$ cat src/rtl/serial_add_pkg.sv
// Shared types and constants for the bit-serial adder controller.
// Holds the FSM state encoding and the default operand width.
// Consumed by the interface, the controller and the bench.
package serial_add_pkg;

    localparam int DEF_WIDTH = 8;

    typedef enum logic [1:0] {
        ST_IDLE = 2'b00,
        ST_RUN  = 2'b01,
        ST_DONE = 2'b10
    } state_t;

endpackage

$ cat src/rtl/serial_add_ctrl_if.sv
// Request/response bundle between control logic and the serial adder.
// No latency of its own; carries start/operands in and busy/done/result out.
// No backpressure: start is only honoured while the adder is idle.
interface serial_add_ctrl_if #(
    parameter int WIDTH = serial_add_pkg::DEF_WIDTH
);
    logic             start;
    logic [WIDTH-1:0] a;
    logic [WIDTH-1:0] b;
    logic             busy;
    logic             done;
    logic [WIDTH-1:0] sum;
    logic             cout;

    modport master (output start, a, b, input busy, done, sum, cout);
    modport slave  (input start, a, b, output busy, done, sum, cout);
endinterface

$ cat src/rtl/halfadder.sv
// Single-bit half adder, the lab's basic datapath cell.
// Purely combinational, zero cycles.
// No flow control.
module halfadder (
    input  logic x,
    input  logic y,
    output logic s,
    output logic c
);
    assign s = x ^ y;
    assign c = x & y;
endmodule

$ cat src/rtl/serial_add_ctrl_full_adder_bit.sv
// Full-adder bit cell built from two half adders and an OR.
// Purely combinational, zero cycles.
// No flow control.
module full_adder_bit (
    input  logic x,
    input  logic y,
    input  logic cin,
    output logic s,
    output logic co
);
    logic s0;
    logic c0;
    logic c1;

    halfadder u_ha0 (.x(x),  .y(y),   .s(s0), .c(c0));
    halfadder u_ha1 (.x(s0), .y(cin), .s(s),  .c(c1));

    assign co = c0 | c1;
endmodule

$ cat src/rtl/serial_add_ctrl.sv
// Bit-serial WIDTH-bit adder time-sharing one full-adder cell, LSB first.
// Latency: done pulses WIDTH cycles after the accepting edge; next accept at +WIDTH+2.
// No queuing: start is ignored while busy; hold it high to re-issue on return to idle.
module serial_add_ctrl
    import serial_add_pkg::*;
#(
    parameter int WIDTH = DEF_WIDTH
) (
    input logic              clk,
    input logic              rst_n,
    serial_add_ctrl_if.slave bus
);
    localparam int CNT_W = $clog2(WIDTH);

    state_t           st;
    state_t           nxt;
    logic [WIDTH-1:0] sh_a;
    logic [WIDTH-1:0] sh_b;
    logic [WIDTH-1:0] res;
    logic [WIDTH-1:0] sum_q;
    logic [CNT_W-1:0] cnt;
    logic             carry;
    logic             cout_q;
    logic             busy_q;
    logic             done_q;

    logic bit_s;
    logic bit_c;
    logic last;
    logic load;
    logic step;
    logic busy_d;
    logic done_d;

    full_adder_bit u_fa (
        .x  (sh_a[0]),
        .y  (sh_b[0]),
        .cin(carry),
        .s  (bit_s),
        .co (bit_c)
    );

    assign last = (cnt == CNT_W'(WIDTH - 1));

    always_ff @(posedge clk or negedge rst_n) begin
        if (!rst_n) begin
            st <= ST_IDLE;
        end else begin
            st <= nxt;
        end
    end

    always_comb begin
        nxt = st;
        case (st)
            ST_IDLE: if (bus.start) nxt = ST_RUN;
            ST_RUN:  if (last) nxt = ST_DONE;
            ST_DONE: nxt = ST_IDLE;
            default: nxt = ST_IDLE;
        endcase
    end

    // Next values of the registered outputs and datapath strobes.
    always_comb begin
        load   = (st == ST_IDLE) && bus.start;
        step   = (st == ST_RUN);
        done_d = step && last;
        busy_d = (nxt == ST_RUN) || (nxt == ST_DONE);
    end

    always_ff @(posedge clk or negedge rst_n) begin
        if (!rst_n) begin
            sh_a   <= '0;
            sh_b   <= '0;
            res    <= '0;
            cnt    <= '0;
            carry  <= 1'b0;
            sum_q  <= '0;
            cout_q <= 1'b0;
            busy_q <= 1'b0;
            done_q <= 1'b0;
        end else begin
            busy_q <= busy_d;
            done_q <= done_d;
            if (load) begin
                sh_a  <= bus.a;
                sh_b  <= bus.b;
                res   <= '0;
                cnt   <= '0;
                carry <= 1'b0;
            end else if (step) begin
                sh_a  <= sh_a >> 1;
                sh_b  <= sh_b >> 1;
                res   <= {bit_s, res[WIDTH-1:1]};
                cnt   <= cnt + 1'b1;
                carry <= bit_c;
            end
            // Result is published only on the final bit so partial sums never leak.
            if (done_d) begin
                sum_q  <= {bit_s, res[WIDTH-1:1]};
                cout_q <= bit_c;
            end
        end
    end

    assign bus.busy = busy_q;
    assign bus.done = done_q;
    assign bus.sum  = sum_q;
    assign bus.cout = cout_q;
endmodule

$ cat src/flat_wrapper.sv
// flat-port wrapper written by rule: the top's interface ports become plain ports
module serial_add_ctrl_flat import serial_add_pkg::*;
#(
    parameter int WIDTH = DEF_WIDTH
)
  (clk, rst_n, bus_start, bus_a, bus_b, bus_busy, bus_done, bus_sum, bus_cout);
  serial_add_ctrl_if #(.WIDTH(WIDTH)) bus_i ();
  input logic clk;
  input logic rst_n;
  input wire logic [$bits(bus_i.start)-1:0] bus_start;
  input wire logic [$bits(bus_i.a)-1:0] bus_a;
  input wire logic [$bits(bus_i.b)-1:0] bus_b;
  output wire logic [$bits(bus_i.busy)-1:0] bus_busy;
  output wire logic [$bits(bus_i.done)-1:0] bus_done;
  output wire logic [$bits(bus_i.sum)-1:0] bus_sum;
  output wire logic [$bits(bus_i.cout)-1:0] bus_cout;
  assign bus_i.start = bus_start;
  assign bus_i.a = bus_a;
  assign bus_i.b = bus_b;
  assign bus_busy = bus_i.busy;
  assign bus_done = bus_i.done;
  assign bus_sum = bus_i.sum;
  assign bus_cout = bus_i.cout;
  serial_add_ctrl #(.WIDTH(WIDTH)) u_core (.clk(clk), .rst_n(rst_n), .bus(bus_i));
endmodule
$ cat config.mk
export PLATFORM = sky130hd
export DESIGN_NAME = serial_add_ctrl_flat
export DESIGN_NICKNAME = d
export VERILOG_FILES = /design/src/rtl/serial_add_pkg.sv /design/src/rtl/serial_add_ctrl_if.sv /design/src/rtl/halfadder.sv /design/src/rtl/serial_add_ctrl_full_adder_bit.sv /design/src/rtl/serial_add_ctrl.sv /design/src/flat_wrapper.sv
export SDC_FILE = /design/constraint.sdc
export NUM_CORES = 1
export LEC_CHECK = 0
export CAP_MARGIN = 20
export CORE_UTILIZATION = 58
export CTS_BUF_LIST = sky130_fd_sc_hd__clkbuf_8
export CTS_CLUSTER_SIZE = 20
export DETAILED_ROUTE_END_ITERATION = 16
export HOLD_SLACK_MARGIN = 0.03
export PLACE_DENSITY = 0.88
export SLEW_MARGIN = 15
export SYNTH_ARGS = -nofsm -noshare
export SYNTH_HDL_FRONTEND = slang
export SYNTH_SLANG_ARGS = --single-unit
$ cat constraint.sdc
create_clock -name clk -period 3 [get_ports clk]
set_input_delay 0.75 -clock clk [delete_from_list [all_inputs] [get_ports clk]]
set_output_delay 0.75 -clock clk [all_outputs]
set_load 0.03 [all_outputs]
==> results_dict.tcl, run 1 <==
set metrics [dict create \
    p_comb_share_pct 38.9 \
    nets 181 \
    preCtsSetupSlack_ps 627 \
    ctsHtreeMaxLevel 2 \
    synth_top_cell_area_share_pct 58.1 \
    drv_cap 0 \
    powerDensity_nw_per_um2 1060 \
    clock_skew_ps 7.53 \
    synthCells 132 \
    yosysTopAreaCell "dfrtp_1" \
    switchingPower_mw 0.794 \
    core_um2 2780 \
    slew_headroom_pct 43.3 \
    synth_most_common_cell "dfrtp_1" \
    grt_pass1_wl_um 5480 \
    cts-root-buf "clkbuf_8" \
    netlist_area_um2 1720 \
    ys_top_cells_by_count "dfrtp_1, inv_1, nor4b_1" \
    cpLargestDelayFamily "buffers and inverters" \
    clkTransAtPathRegs_ps 80 \
    fin_crit_sh_pct 71.3 \
    critPathMaxFanout 20 \
    tns_ps 0 \
    p_int_mw 1.46 \
    clk_latency_ps 300 \
    synth.top_cells.by_area "dfrtp_1, mux2_2, nor4b_1" \
    antenna_found_initial 0 \
    post_drt_via_cell_ratio 6.13 \
    drc_errors 0 \
    die-height_um 56.5 \
    start_kind "input port" \
    grtUsageTotal_pct 23.0 \
    fin_crit_ps 2140 \
    die-area_um2 3190 \
    rrSetupSlack_ps 1080 \
    outcome "finished, final reports clean" \
    syn-mean-instance-area_um2 13.1 \
    die_x_um 56.5 \
    crit_type "in -> reg" \
    power_mw 2.25 \
    grt_max_degree 41 \
    reg2reg_to "u_core.bus.sum[6]$_DFFE_PN0P_" \
    pwr-share-seq_pct 41.9 \
    final_layout_size_suffix_gt1_share_pct 15.6 \
    clockBufferDepth 2 \
    ir_drop_mv 0.800 \
    port_buffers 29 \
    rows 19 \
    grt_overflow 0 \
    rsz0062_at_grt "false" \
    vias 1171 \
    wl_per_cell_um 16.9 \
    critPathMaxStageDelay_ps 800 \
    n_antenna_cell 0 \
    p_leak_nw 0.963 \
    synth_warnings 0 \
    final_util_pct 76.2 \
    hold_buffers 0 \
    start_util_pct 62.0 \
    hold_path_end "u_core.cnt[0]$_DFFE_PN0P_" \
    drtIter0Drc 39 \
    crit_path_end_kind "flop" \
    cts_tree "built" \
    setup_viol 0 \
    swShare_pct 35.3 \
    finalMaxSlewViolations 0 \
    synth_flop_cell "dfrtp_1" \
    hold_violations 0 \
    cp.required_ps 3180 \
    crit_path_start "bus_start" \
    r2r_cells 2 \
    max_freq_mhz 467 \
    cts_resized 0 \
    syn-num-nets 154 \
    cts_buffers 5 \
    tightestPinTransition_ps 850 \
    grt_pass1_vias 1213 \
    clkSinkCount 40 \
    fillers 187 \
    ioPinCount 30 \
    hold_depth 1 \
    first_pass_iters 4 \
    setup_slack_ps 860 \
    crit_buf_inv 2 \
    multiInputGateArea_um2 608 \
    ys_seq_area_share_pct 58.1 \
    hpwl_um 2100 \
    gp_congestion 0.722 \
    synth_seq_cells 40 \
    p_clk_share_pct 19.2 \
    worstReg2RegStart "u_core.st[0]$_DFF_PN0_" \
    drtAntennaViolNets 0 \
    cpMaxStageDelayCell "clkdlybuf4s50_1" \
    cp_cell_sequence "clkdlybuf4s50_1 -> o21bai_2 -> buf_4 -> a221oi_1" \
    synth-edff-count 0 \
    hp-class "reg -> reg" \
    ys_async_sr_fraction_pct 100 \
    seqCellArea_um2 1000 \
    postCtsSetupRepairBufs 0 \
    cp.arrival_ps 2320 \
    min_from "u_core.cnt[0]$_DFFE_PN0P_" \
    area_growth_pct 22.9 \
    synth.distinct_cells 30 \
    wirelength_um 3230 \
]
## power by group through the flow
| stage | sequential [mW] | clock [mW] | combinational, mW |
|---|---|---|---|
| 2_1_floorplan | 1.02 | 0 | 0.521 |
| 3_3_place_gp | 0.939 | 0 | 0.830 |
| 3_5_place_dp | 0.952 | 0 | 0.871 |
| 4_1_cts | 0.943 | 0.441 | 0.886 |
| 5_1_grt | 0.974 | 0.463 | 0.948 |
| 6_report | 0.944 | 0.432 | 0.876 |
## cells by family after synthesis
family / count (synthesis) / synth area share (%)
mux: 10 / 6.31
buf+inv: 27 / 6.68
fa+ha+maj: 3 / 2.61
simple gates: 24 / 11.7
compound gates: 28 / 14.7
flops: 40 / 58.1
## worst register-to-register path, stage by stage, from the launching register on
cell and delay, ps:
dfrtp_1 790, nand3b_1 570, mux2_2 440
## state kept, by name, summed over array words and instances, names as in the netlist
| signal | flops |
|---|---|
| u_core.cnt | 3 |
| u_core.sh_b | 8 |
| u_core.bus.sum | 8 |
| u_core.bus.busy | 1 |
| u_core.st | 2 |
| u_core.sh_a | 8 |
| u_core.bus.done | 1 |
| u_core.res | 7 |
| u_core.carry | 1 |
| u_core.bus.cout | 1 |
## layout make-up
class	instances	area share, %
clock buffer	5	3.25
clock inverter	3	2.01
inverter	16	2.83
multi-input combinational	65	28.7
sequential	40	47.2
tap	31	1.83
timing repair buffer	31	14.2
## routing by layer
metal | part of all wire [%] | GRT usage [%]
met2 | 50 | 37.1
met5 | 0 | 0
met4 | 2.5 | 10.1
met3 | 4.8 | 8.06
met1 | 43 | 27.7
## per-stage QoR
| stage | hold WS (ps) | instances | cell area (um^2) |
|---|---|---|---|
| after floorplan | 454 | 132 | 1720 |
| after global placement | 485 | 183 | 2010 |
| after detailed placement | 490 | 183 | 2010 |
| after CTS | 505 | 191 | 2120 |
| after global routing | 522 | 191 | 2120 |
| final | 504 | 191 | 2120 |
## cells in the final DEF (no fill, tap or decap), drive strengths merged
cell           synthesis  layout
ha                     2       2
nand4bb                1       1
nor2b                  1       1
nand2                  1       1
nor4bb                 1       1
nand3b                 1       1
a21oi                  1       1
mux2                   7       7
clkdlybuf4s50          0      28
mux2i                  3       3
a211o                  1       1
o311ai                 1       1
a211oi                 1       1
dfrtp                 40      40
nand2b                 3       3
o22ai                  1       1
or4b                   5       5
o221a                  5       5
a22o                   8       8
inv                   16      16
nor4b                  9       9
fa                     1       1
o2bb2ai                1       1
nor3b                  2       2
clkinvlp               0       1
clkinv                 0       1
a221oi                 8       8
bufinv                 0       1
buf                   10       3
clkbuf                 1       5
o21bai                 1       1
## worst max-delay path by stage
stage / endpoint / slack, ps / cells after the start
5_1_grt: u_core.sh_a[0]$_DFFE_PN0P_ / 740 / 4
2_1_floorplan: u_core.sh_a[2]$_DFFE_PN0P_ / 1450 / 3
3_5_place_dp: u_core.sh_a[0]$_DFFE_PN0P_ / 630 / 4
3_3_place_gp: u_core.sh_a[3]$_DFFE_PN0P_ / 690 / 4
4_1_cts: u_core.sh_a[0]$_DFFE_PN0P_ / 850 / 4
6_report: u_core.sh_a[0]$_DFFE_PN0P_ / 860 / 4
Note: power is estimated with default switching activity, not from simulation.
==> run 2: changes to the inputs <==
--- a/config.mk
+++ b/config.mk
@@ -6,12 +6,12 @@
 export NUM_CORES = 1
 export LEC_CHECK = 0
 export CAP_MARGIN = 20
-export CORE_UTILIZATION = 58
+export CORE_UTILIZATION = 54
 export CTS_BUF_LIST = sky130_fd_sc_hd__clkbuf_8
 export CTS_CLUSTER_SIZE = 20
 export DETAILED_ROUTE_END_ITERATION = 16
 export HOLD_SLACK_MARGIN = 0.03
-export PLACE_DENSITY = 0.88
+export PLACE_DENSITY = 0.82
 export SLEW_MARGIN = 15
 export SYNTH_ARGS = -nofsm -noshare
 export SYNTH_HDL_FRONTEND = slang
==> constraint.sdc (replaced) <==
create_clock -name clk -period 2 [get_ports clk]
set_input_delay 0.5 -clock clk [delete_from_list [all_inputs] [get_ports clk]]
set_output_delay 0.5 -clock clk [all_outputs]
set_load 0.03 [all_outputs]
==> run 2 against run 1 <==
Net effect: clock power rose by 64%; global-route usage fell by 2.4 points; flip-flop and latch count is the same; register-to-register slack got worse by 720 ps; routed wire length decreased by 3.1%; clock-buffer cell count increased by 2; critical path type is now reg -> out; critical endpoint is now bus_sum[5]; highest routed layer unchanged.
==> results_dict.tcl, run 2 (same netlist as run 1, synthesis figures left out) <==
set metrics [dict create \
    fin_crit_sh_pct 90.7 \
    layout_commonest_cell "dfrtp_1" \
    wirelength_um 3130 \
    cts_buffers 5 \
    seqCellArea_um2 1000 \
    rsz0062_at_grt "false" \
    placed_cells 203 \
    max_freq_mhz 552 \
    cpLargestDelayFamily "buffers and inverters" \
    crit_path_end_kind "primary output" \
    r2r_cells 4 \
    final_layout_size_suffix_gt1_share_pct 19.2 \
    cp.required_ps 1500 \
    cp.arrival_ps 1310 \
    fillers 240 \
    final_area_um2 2200 \
    cts_resized 0 \
    ioPinCount 30 \
    wl_per_cell_um 14.8 \
    crit_path_start "u_core.bus.sum[5]$_DFFE_PN0P_" \
    crit_buf_inv 1 \
    clkTransAtPathRegs_ps 80 \
    cts-root-buf "clkbuf_8" \
    hp-class "in -> async" \
    grtUsageTotal_pct 20.5 \
    core_um2 3050 \
    grt_pass1_wl_um 5250 \
    powerDensity_nw_per_um2 1580 \
    worstReg2RegStart "u_core.cnt[0]$_DFFE_PN0P_" \
    clock_skew_ps 4.02 \
    p_leak_nw 1.01 \
    fin_cells 211 \
    outcome "finished, final reports clean" \
    drtIter0Drc 55 \
    drc_errors 0 \
    setup_slack_ps 187 \
    critPathMaxFanout 2 \
    port_buffers 29 \
    ir_drop_mv 0.661 \
    clkSinkCount 40 \
    cpMaxStageDelayCell "clkdlybuf4s50_1" \
    antenna_found_initial 0 \
    whs_ps 253 \
    dpl-instance-area_um2 2080 \
    slew_headroom_pct 66.8 \
    hold_violations 0 \
    cts_tree "built" \
    finalMaxSlewViolations 0 \
    hpwl_um 2100 \
    layout_common_cells "dfrtp_1, clkdlybuf4s50_1, inv_1" \
    die-height_um 58.5 \
    tightestPinTransition_ps 498 \
    grt_overflow 0 \
    gp_congestion 0.715 \
    grt_pass1_vias 1189 \
    area_growth_pct 27.8 \
    die_x_um 58.5 \
    grt_max_degree 41 \
    start_kind "flop" \
    drv_cap 0 \
    setup_viol 0 \
    multiInputGateArea_um2 608 \
    die-area_um2 3420 \
    rrSetupSlack_ps 360 \
    power_mw 3.48 \
    cp_cell_sequence "clkdlybuf4s50_1" \
    ctsHtreeMaxLevel 2 \
    clockBufferDepth 2 \
    crit_type "reg -> out" \
    fin_crit_ps 1810 \
    rows 20 \
    hold_buffers 0 \
    vias 1182 \
    crit_cells 1 \
    first_pass_iters 4 \
    clk_latency_ps 280 \
    n_antenna_cell 0 \
    postCtsSetupRepairBufs 0 \
    drtAntennaViolNets 0 \
    start_util_pct 56.5 \
    post_drt_via_cell_ratio 5.60 \
    critPathMaxStageDelay_ps 670 \
    nets 188 \
    final_util_pct 72.2 \
    preCtsSetupSlack_ps 56.8 \
    tns_ps 0 \
]
## run 2: cell types whose count changed in the layout (fill, tap and decap cells not counted), sizes merged
cell,change
clkbuf,+2
clkinv,-1
clkinvlp,-1
buf,+7
## run 2: where the power goes
part | total, mW | switching, mW | internal (mW)
clock | 0.709 | 0.269 | 0.440
combinational | 1.42 | 0.733 | 0.688
sequential | 1.35 | 0.178 | 1.17
total | 3.48 | 1.18 | 2.30
## run 2: worst paths after layout
kind / to
max in group asynchronous: u_core.sh_b[3]$_DFFE_PN0P_
min in group clk: u_core.cnt[0]$_DFFE_PN0P_
worst min register to register: u_core.cnt[0]$_DFFE_PN0P_
worst max register to register: u_core.bus.sum[4]$_DFFE_PN0P_
worst min-delay path: u_core.res[1]$_DFFE_PN0P_
worst max-delay path: bus_sum[5]
## run 2: area by class of cell
cell class                 count  share of cell area [%]
sequential                    40                    45.4
tap                           44                    2.50
timing repair buffer          38                    16.0
multi-input combinational     65                    27.6
inverter                      16                    2.73
clock buffer                   7                    4.37
clock inverter                 1                    1.36
## run 2: routing by layer
layer	share of wire, %	GRT usage [%]	up-vias
met5	0	0	-
met3	3.3	5.05	4
li1	-	-	556
met4	0.86	6.46	0
met1	45	25.8	591
met2	51	35.1	31
## run 2: worst reg2reg max path, stage by stage (launching register included)
cell and delay [ps]:
dfrtp_1 400, ha_1 200, ha_1 190, nand3b_1 350, mux2_2 390
